===== config.mk =====
export PLATFORM = sky130hd
export DESIGN_NAME = uart_rx_fifo
export DESIGN_NICKNAME = d
export VERILOG_FILES = /design/src/rtl/uart_pkg.sv /design/src/rtl/uart_rise_det.sv /design/src/rtl/uart_rx_fifo.sv
export SDC_FILE = /design/constraint.sdc
export NUM_CORES = 1
export LEC_CHECK = 0
export ABC_AREA = 1
export BUFFER_PORTS_ARGS = -buffer_cell sky130_fd_sc_hd__buf_2
export CAP_MARGIN = 0
export CELL_PAD_IN_SITES_DETAIL_PLACEMENT = 1
export CELL_PAD_IN_SITES_GLOBAL_PLACEMENT = 2
export CORE_ASPECT_RATIO = 0.9
export CORE_MARGIN = 4
export CORE_UTILIZATION = 36
export DETAILED_ROUTE_END_ITERATION = 8
export PLACE_DENSITY = 0.82
export SLEW_MARGIN = 15
export SYNTH_ARGS = -nofsm -noshare
export SYNTH_HDL_FRONTEND = slang
export SYNTH_SLANG_ARGS = --single-unit

===== constraint.sdc =====
create_clock -name clk -period 2.5 [get_ports clk]
set_clock_uncertainty 0.05 [all_clocks]
set_input_delay 0.125 -clock clk [delete_from_list [all_inputs] [get_ports clk]]
set_output_delay 0.125 -clock clk [all_outputs]
set_load 0.01 [all_outputs]

===== src/rtl/uart_pkg.sv =====
// Shared UART definitions: default byte width, byte type and FIFO sizing helpers.
package uart_pkg;

    localparam int DATA_W     = 8;
    localparam int FIFO_DEPTH = 16;

    typedef logic [7:0] uart_byte_t;

    // Occupancy/pointer width: one extra bit so that a full FIFO is distinguishable from empty.
    function automatic int cnt_w(input int depth);
        return $clog2(depth) + 1;
    endfunction

    localparam int CNT_W = cnt_w(FIFO_DEPTH);

endpackage


===== src/rtl/uart_rise_det.sv =====
// Single-bit rising-edge detector; RST_VAL sets the assumed previous level out of reset.
module uart_rise_det
    import uart_pkg::*;
#(
    parameter logic RST_VAL = 1'b0
) (
    input  logic clk,
    input  logic rst,
    input  logic d,
    output logic rise
);

    logic d_q;

    // NOTE: sequential state uses non-blocking assignments so every flop samples pre-edge values.
    always_ff @(posedge clk or posedge rst) begin
        if (rst) begin
            d_q <= RST_VAL;
        end else begin
            d_q <= d;
        end
    end

    assign rise = d & ~d_q;

endmodule


===== src/rtl/uart_rx_fifo.sv =====
// UART receive FIFO: captures a byte on each rising in_done, drains over valid/ready.
// Optional saturating drop counter enabled by `define UART_RX_FIFO_DROPCNT_EN.
module uart_rx_fifo
    import uart_pkg::*;
#(
    parameter int DEPTH  = uart_pkg::FIFO_DEPTH,
    parameter int DATA_W = uart_pkg::DATA_W
) (
    input  logic                      clk,
    input  logic                      rst,
    input  logic [DATA_W-1:0]         in_data,
    input  logic                      in_done,
    output logic [DATA_W-1:0]         out_data,
    output logic                      out_valid,
    input  logic                      out_ready,
    output logic [cnt_w(DEPTH)-1:0]   count,
    output logic                      full,
    output logic                      overflow,
    input  logic                      overflow_clr,
    output logic [7:0]                drop_count
);

    localparam int PTR_W  = cnt_w(DEPTH);
    localparam int ADDR_W = PTR_W - 1;

    logic [PTR_W-1:0]  wr_ptr;
    logic [PTR_W-1:0]  rd_ptr;
    logic [DATA_W-1:0] mem [DEPTH];

    logic push;
    logic pop;
    logic wr_en;
    logic drop;
    logic is_empty;
    logic is_full;

    uart_rise_det #(
        .RST_VAL (1'b1)
    ) u_done_det (
        .clk  (clk),
        .rst  (rst),
        .d    (in_done),
        .rise (push)
    );

    assign is_empty = (wr_ptr == rd_ptr);
    assign is_full  = (wr_ptr[ADDR_W] != rd_ptr[ADDR_W]) &&
                      (wr_ptr[ADDR_W-1:0] == rd_ptr[ADDR_W-1:0]);

    // A pop frees the slot at the same edge, so a push into a full FIFO is still accepted.
    assign pop   = ~is_empty & out_ready;
    assign wr_en = push & (~is_full | pop);
    assign drop  = push & is_full & ~pop;

    // NOTE: the storage array has no reset; out_data is masked while empty instead.
    always_ff @(posedge clk) begin
        if (wr_en) begin
            mem[wr_ptr[ADDR_W-1:0]] <= in_data;
        end
    end

    always_ff @(posedge clk or posedge rst) begin
        if (rst) begin
            wr_ptr <= '0;
            rd_ptr <= '0;
        end else begin
            if (wr_en) begin
                wr_ptr <= wr_ptr + 1'b1;
            end
            if (pop) begin
                rd_ptr <= rd_ptr + 1'b1;
            end
        end
    end

    always_ff @(posedge clk or posedge rst) begin
        if (rst) begin
            overflow <= 1'b0;
        end else if (drop) begin
            overflow <= 1'b1;
        end else if (overflow_clr) begin
            overflow <= 1'b0;
        end
    end

`ifdef UART_RX_FIFO_DROPCNT_EN
    always_ff @(posedge clk or posedge rst) begin
        if (rst) begin
            drop_count <= '0;
        end else if (drop) begin
            if (overflow_clr) begin
                drop_count <= 8'd1;
            end else if (drop_count != 8'hFF) begin
                drop_count <= drop_count + 8'd1;
            end
        end else if (overflow_clr) begin
            drop_count <= '0;
        end
    end
`else
    assign drop_count = '0;
`endif

    assign out_valid = ~is_empty;
    assign out_data  = out_valid ? mem[rd_ptr[ADDR_W-1:0]] : '0;
    assign count     = wr_ptr - rd_ptr;
    assign full      = is_full;

endmodule


==> impl_metrics.toml, run 1 <==
[outcome]
outcome = "complete, no violations"

[synthesis]
synth_area_leaders = "edfxtp_1 (60%), nand2_1 (14%), inv_1 (5.9%)"
ys_seq_area_share_pct = 64.2
synth_top_area_cell = "edfxtp_1"
synth_cells = 651
yosysMostFrequentCell = "nand2_1"
synth_area_per_cell_sq_um = 9.91
ys.flop_type = "edfxtp_1"
synth.top_cell.area_share_pct = 59.6
synth_edf_count = 128
async_reset_ff_share_pct = 8.57
ys_ff_latch = 140
synth_common_cells = "nand2_1 (234), edfxtp_1 (128), inv_1 (102), nand3_1 (74)"
synthesis.area_sq_mm = 0.00645
synthDistinctLibCells = 29
yosysWarnings = 0

[routing]
routed-via-count = 4566
drc = 0
antenna_left = 0
drt_iter0_markers = 363
drt-total-wl_mm = 18.1
wl_per_cell_um = 18.9
vias_per_cell = 4.78
dr.pass1.iters = 5

[layout]
diodes = 0
final_nets = 727
final_area_sq_mm = 0.00753
syn_to_final_growth_pct = 16.7
finish.utilization_pct = 42.7
drive_gt1_share_pct = 13.7

[grt]
grt_pass1_wl_mm = 28.5
grt-ovfl-total = 0
antenna_found_initial = 0
gr-usage-all-layers_pct = 19.1
grt_pass1_vias = 4835
grt_max_degree = 41

[power]
irDropWorstVdd_mv = 0.519
report.power.total_uw = 8710
power_leakage_uw = 0.00333
p_per_area_mw_per_mm2 = 1160

[setup_path]
reg2reg_depth = 10
end_kind = "primary output"
rr_endpoint = "mem[10][0]"
crit_required_ps = 2330
worstPathArrival_ps = 2220
r2r_slack_ps = 240
worstReg2RegStart = "rd_ptr[2]"
start_kind = "register"
path_class = "reg -> out"
critPathMaxFanout = 10

[timing]
setup-tns-final_ps = 0
min_period_over_period_pct = 95.9
finalMaxSlewViolations = 0
slew_headroom_pct = 63.7
hold_violations = 0
rsz0062_at_grt = "no"
max_freq_mhz = 417
tightest_slew_ps = 543
setup_violations = 0
period_needed_ps = 2400

[floorplanning]
placementRows = 46
initial_core_util_pct = 36.6
die_h_um = 135
die_x_um = 149
core_area_sq_mm = 0.0176
io_pins = 37
dieArea_sq_mm = 0.0201

[cts]
clock_path_buffers = 2
htree_num_levels = 4
clk_pin_slew_worst_paths_ps = 60
clk_latency_ps = 420
tritoncts = "built"
root_buffer = "clkbuf_16"
numCtsBuffers = 17
cts.sinks = 140

[run]
drv_cap = 0

[placement]
place.gp.congestion = 0.844
io_buffers = 28
place_area_sq_mm = 0.00690
hpwlAfterDp_mm = 12.3

[min_path]
hp-start = "in_data[6]"
hold-path-cell-count = 1
min_to = "mem[15][6]"
hold_path_class = "in -> reg"
-- area by class of cell --
type / count / area, sq um
fill: 2008 / 10100
sequential: 140 / 4150
clock inverter: 13 / 128
multi-input combinational: 379 / 1720
inverter: 108 / 410
timing repair buffer: 58 / 390
tap: 240 / 300
clock buffer: 18 / 429
-- critical path, stage by stage (launching register included) --
cell     delay [ps]
dfrtp_1         390
inv_2           160
ha_1            330
nand4_1         180
inv_1            70
nand2_2         140
inv_2           110
a21oi_1         230
buf_2           190
-- sequential cells by signal, summed over array words and instances, names as in the netlist --
register and cells:
wr_ptr 5, mem 128, u_done_det.d_q 1, rd_ptr 5
overflow 1
-- layer usage --
metal | wire length (um) | track usage, %
met4 | 263 | 6.15
met3 | 721 | 4.09
met2 | 8720 | 30.6
met1 | 8390 | 26.3
met5 | 0 | 0
-- cells in the final DEF (no fill, tap or decap) --
cell / synthesis / routed
nor3_1: 3 / 3
nor2_1: 16 / 16
bufinv_16: 0 / 2
nand3_1: 74 / 74
inv_1: 102 / 102
xnor2_2: 1 / 1
clkinv_1: 1 / 3
nand2_4: 1 / 1
clkinv_2: 0 / 4
inv_4: 1 / 2
inv_2: 4 / 3
ha_1: 9 / 9
a21oi_1: 11 / 11
nor2_4: 1 / 1
dfstp_2: 1 / 1
dfrtp_1: 11 / 10
nand2_2: 5 / 6
clkinvlp_4: 0 / 3
clkinv_4: 0 / 2
clkbuf_1: 2 / 1
fa_1: 1 / 1
xor2_1: 8 / 8
buf_4: 16 / 23
buf_8: 0 / 1
clkbuf_16: 0 / 17
xnor2_1: 1 / 1
o21ai_0: 3 / 3
dlygate4sd3_1: 0 / 4
nand2_1: 234 / 233
nand4_1: 1 / 1
buf_6: 2 / 2
o21ai_1: 2 / 2
buf_2: 10 / 28
edfxtp_1: 128 / 128
dfrtp_2: 0 / 1
conb_1: 1 / 8
-- stage by stage --
step / std cells / hold slack (ps) / setup WS [ps]
6_report: 956 / 133 / 101
3_5_place_dp: 919 / 134 / 244
3_3_place_gp: 919 / 117 / 355
2_1_floorplan: 658 / -61.0 / 25.6
4_1_cts: 954 / 127 / 22.5
5_1_grt: 956 / 124 / 1.67
-- worst max path at each step --
| stage | from | end | slack, ps | cells after the start |
|---|---|---|---|---|
| global route | rd_ptr[2] | out_data[0] | 2 | 8 |
| CTS | rd_ptr[0] | out_data[7] | 20 | 9 |
| finish | rd_ptr[2] | out_data[5] | 100 | 8 |
| floorplan | rd_ptr[1] | mem[7][0] | 30 | 9 |
| detailed placement | rd_ptr[2] | mem[10][4] | 240 | 10 |
| global placement | rd_ptr[2] | mem[9][2] | 360 | 10 |
-- where the power goes --
group	switching [uW]	internal, uW	total [uW]
Combinational	2330	1100	3430
Sequential	135	2740	2870
Clock	959	1450	2410
-- kinds of logic (layout without fill, tap and decap cells) --
logic type,after synthesis,in the layout,synth area share [%]
xor+xnor,10,10,1.47
compound gates,16,16,1.24
flops,140,140,64.2
simple gates,335,335,21.4
fa+ha+maj,10,10,2.06
buf+inv,139,197,9.48
other cells,1,8,0.0581
-- repair_timing --
item,CTS,global route
hold endpoints to repair,15,0
endpoints found under the setup margin,7,8
hold buffers,4,0
setup buffers,0,2
pin swaps,0,1
resized for setup,3,4
Note: power is estimated with default switching activity, not from simulation.
==> inputs of run 2 (changes only) <==
Settings changed: BUFFER_PORTS_ARGS -buffer_cell sky130_fd_sc_hd__buf_2 to -buffer_cell sky130_fd_sc_hd__buf_4, CORE_MARGIN 4 to not set.
==> impl_metrics.toml, run 2 (same netlist as run 1, synthesis figures left out) <==
[power]
seq_power_share_pct = 32.1
p_int_uw = 5530
power.net_switching_uw = 3370
clkPwrFrac_pct = 27.9
p_sw_share_pct = 37.9
power_leakage_uw = 0.00335
combPwrFrac_pct = 40.0
irDropWorstVdd_mv = 0.650
p_per_area_mw_per_mm2 = 1170

[cts]
tritoncts = "built"
root_buffer = "clkbuf_16"
clk_latency_ps = 430
clock_path_buffers = 2
cts.sinks = 140
cts_setup_buffers = 0
htree_num_levels = 4
clk_pin_slew_worst_paths_ps = 60
numCtsBuffers = 17

[grt]
antenna_found_initial = 0
grt_max_degree = 65
grt_pass1_wl_mm = 26.2
gr-usage-all-layers_pct = 20.2
grt_pass1_vias = 4533
grt-ovfl-total = 0

[timing]
max_freq_mhz = 418
slew_headroom_pct = 66.5
hold_violations = 0
fin_ws_ps = 106
setup_violations = 0
min_period_over_period_pct = 95.8
tightest_slew_ps = 501
holdWs_ps = 41.3
period_needed_ps = 2390
finalMaxSlewViolations = 0
rsz0062_at_grt = "no"

[setup_path]
crit_top_cell = "inv_1"
critical_path.slowest_cell = "dfrtp_1"
crit_buf_inv = 4
worstPathArrival_ps = 2220
start_kind = "register"
end_kind = "primary output"
path_cells = "inv_1 -> ha_1 -> nand4_1 -> inv_1 -> nand2_2 -> inv_2 -> a21oi_1 -> buf_4"
path_class = "reg -> out"
critPathMaxStageDelay_ps = 400
crit_required_ps = 2330
critPathTopFamily = "buffers and inverters"
critPathMaxFanout = 8

[placement]
placed_cells = 918
io_buffers = 28
hpwlAfterDp_mm = 11.5
place.gp.congestion = 0.845
place_area_sq_mm = 0.00697
dp_slack_ps = 234

[layout]
final_area_sq_mm = 0.00760
final_common_cell = "nand2_1"
finish.utilization_pct = 43.3
fin_cells = 953
drive_gt1_share_pct = 13.6
largest_reg_flops = 128
final_nets = 724
layout_common_cells = "nand2_1 (233), edfxtp_1 (128), inv_1 (102)"
syn_to_final_growth_pct = 17.8
diodes = 0

[floorplanning]
initial_core_util_pct = 36.8
dieArea_sq_mm = 0.0185
die_x_um = 143
die_h_um = 129
core_area_sq_mm = 0.0176
placementRows = 46
io_pins = 37

[min_path]
hold_path_class = "in -> reg"

[routing]
antenna_left = 0
vias_per_cell = 4.63
routed-via-count = 4409
wl_per_cell_um = 18.0
dr.pass1.iters = 4
drt_iter0_markers = 259
drt-total-wl_mm = 17.2
drc = 0

[run]
drv_cap = 0

[outcome]
outcome = "complete, no violations"
-- run 2: power by group through the flow --
stage	clock, uW	combinational [uW]	sequential, uW
finish	2480	3560	2860
global route	2620	3920	2880
CTS	2530	3590	2860
detailed placement	0	3550	2910
global placement	0	3470	2900
floorplan	0	2240	2870
-- run 2: stage by stage --
step	TNS (ps)	total power, uW
floorplan	0	5120
global placement	0	6370
detailed placement	0	6460
CTS	-15.2	8980
global route	0	9410
finish	0	8900
-- run 2: final cells by class --
| type | instances | area (sq um) |
|---|---|---|
| fill | 1962 | 9950 |
| inverter | 108 | 408 |
| sequential | 140 | 4150 |
| clock inverter | 13 | 150 |
| clock buffer | 18 | 429 |
| multi-input combinational | 379 | 1730 |
| timing repair buffer | 55 | 435 |
| tap | 240 | 300 |
-- run 2: final timing paths --
kind                            slack [ps]  startpoint  depth (start not counted)     endpoint
worst max-delay path                   110   wr_ptr[0]                          8  out_data[0]
worst min-delay path                    40  in_data[7]                          1    mem[3][7]
worst max register to register         260   wr_ptr[0]                         10    mem[2][5]
worst min register to register         470   rd_ptr[3]                          2    rd_ptr[3]
max in group asynchronous             1810         rst                          3    rd_ptr[0]
min in group asynchronous              220         rst                          3    wr_ptr[3]
-- run 2: metal layers --
layer  share of wire [%]  global-route usage [%]  wire length, um
met5                   0                       0                0
met4                 1.9                    8.54              334
met3                 3.2                    4.03              551
met2                  48                    33.1             8300
met1                  47                    26.3             7990
-- run 2: what timing repair did --
| action | in CTS | in global routing |
|---|---|---|
| hold buffers | 4 | 0 |
| gates resized for setup | 0 | 3 |
| endpoints found under the setup margin | 2 | 8 |
| hold endpoints to repair | 16 | 0 |
| pin swaps | 0 | 1 |
| gates cloned | 0 | 0 |
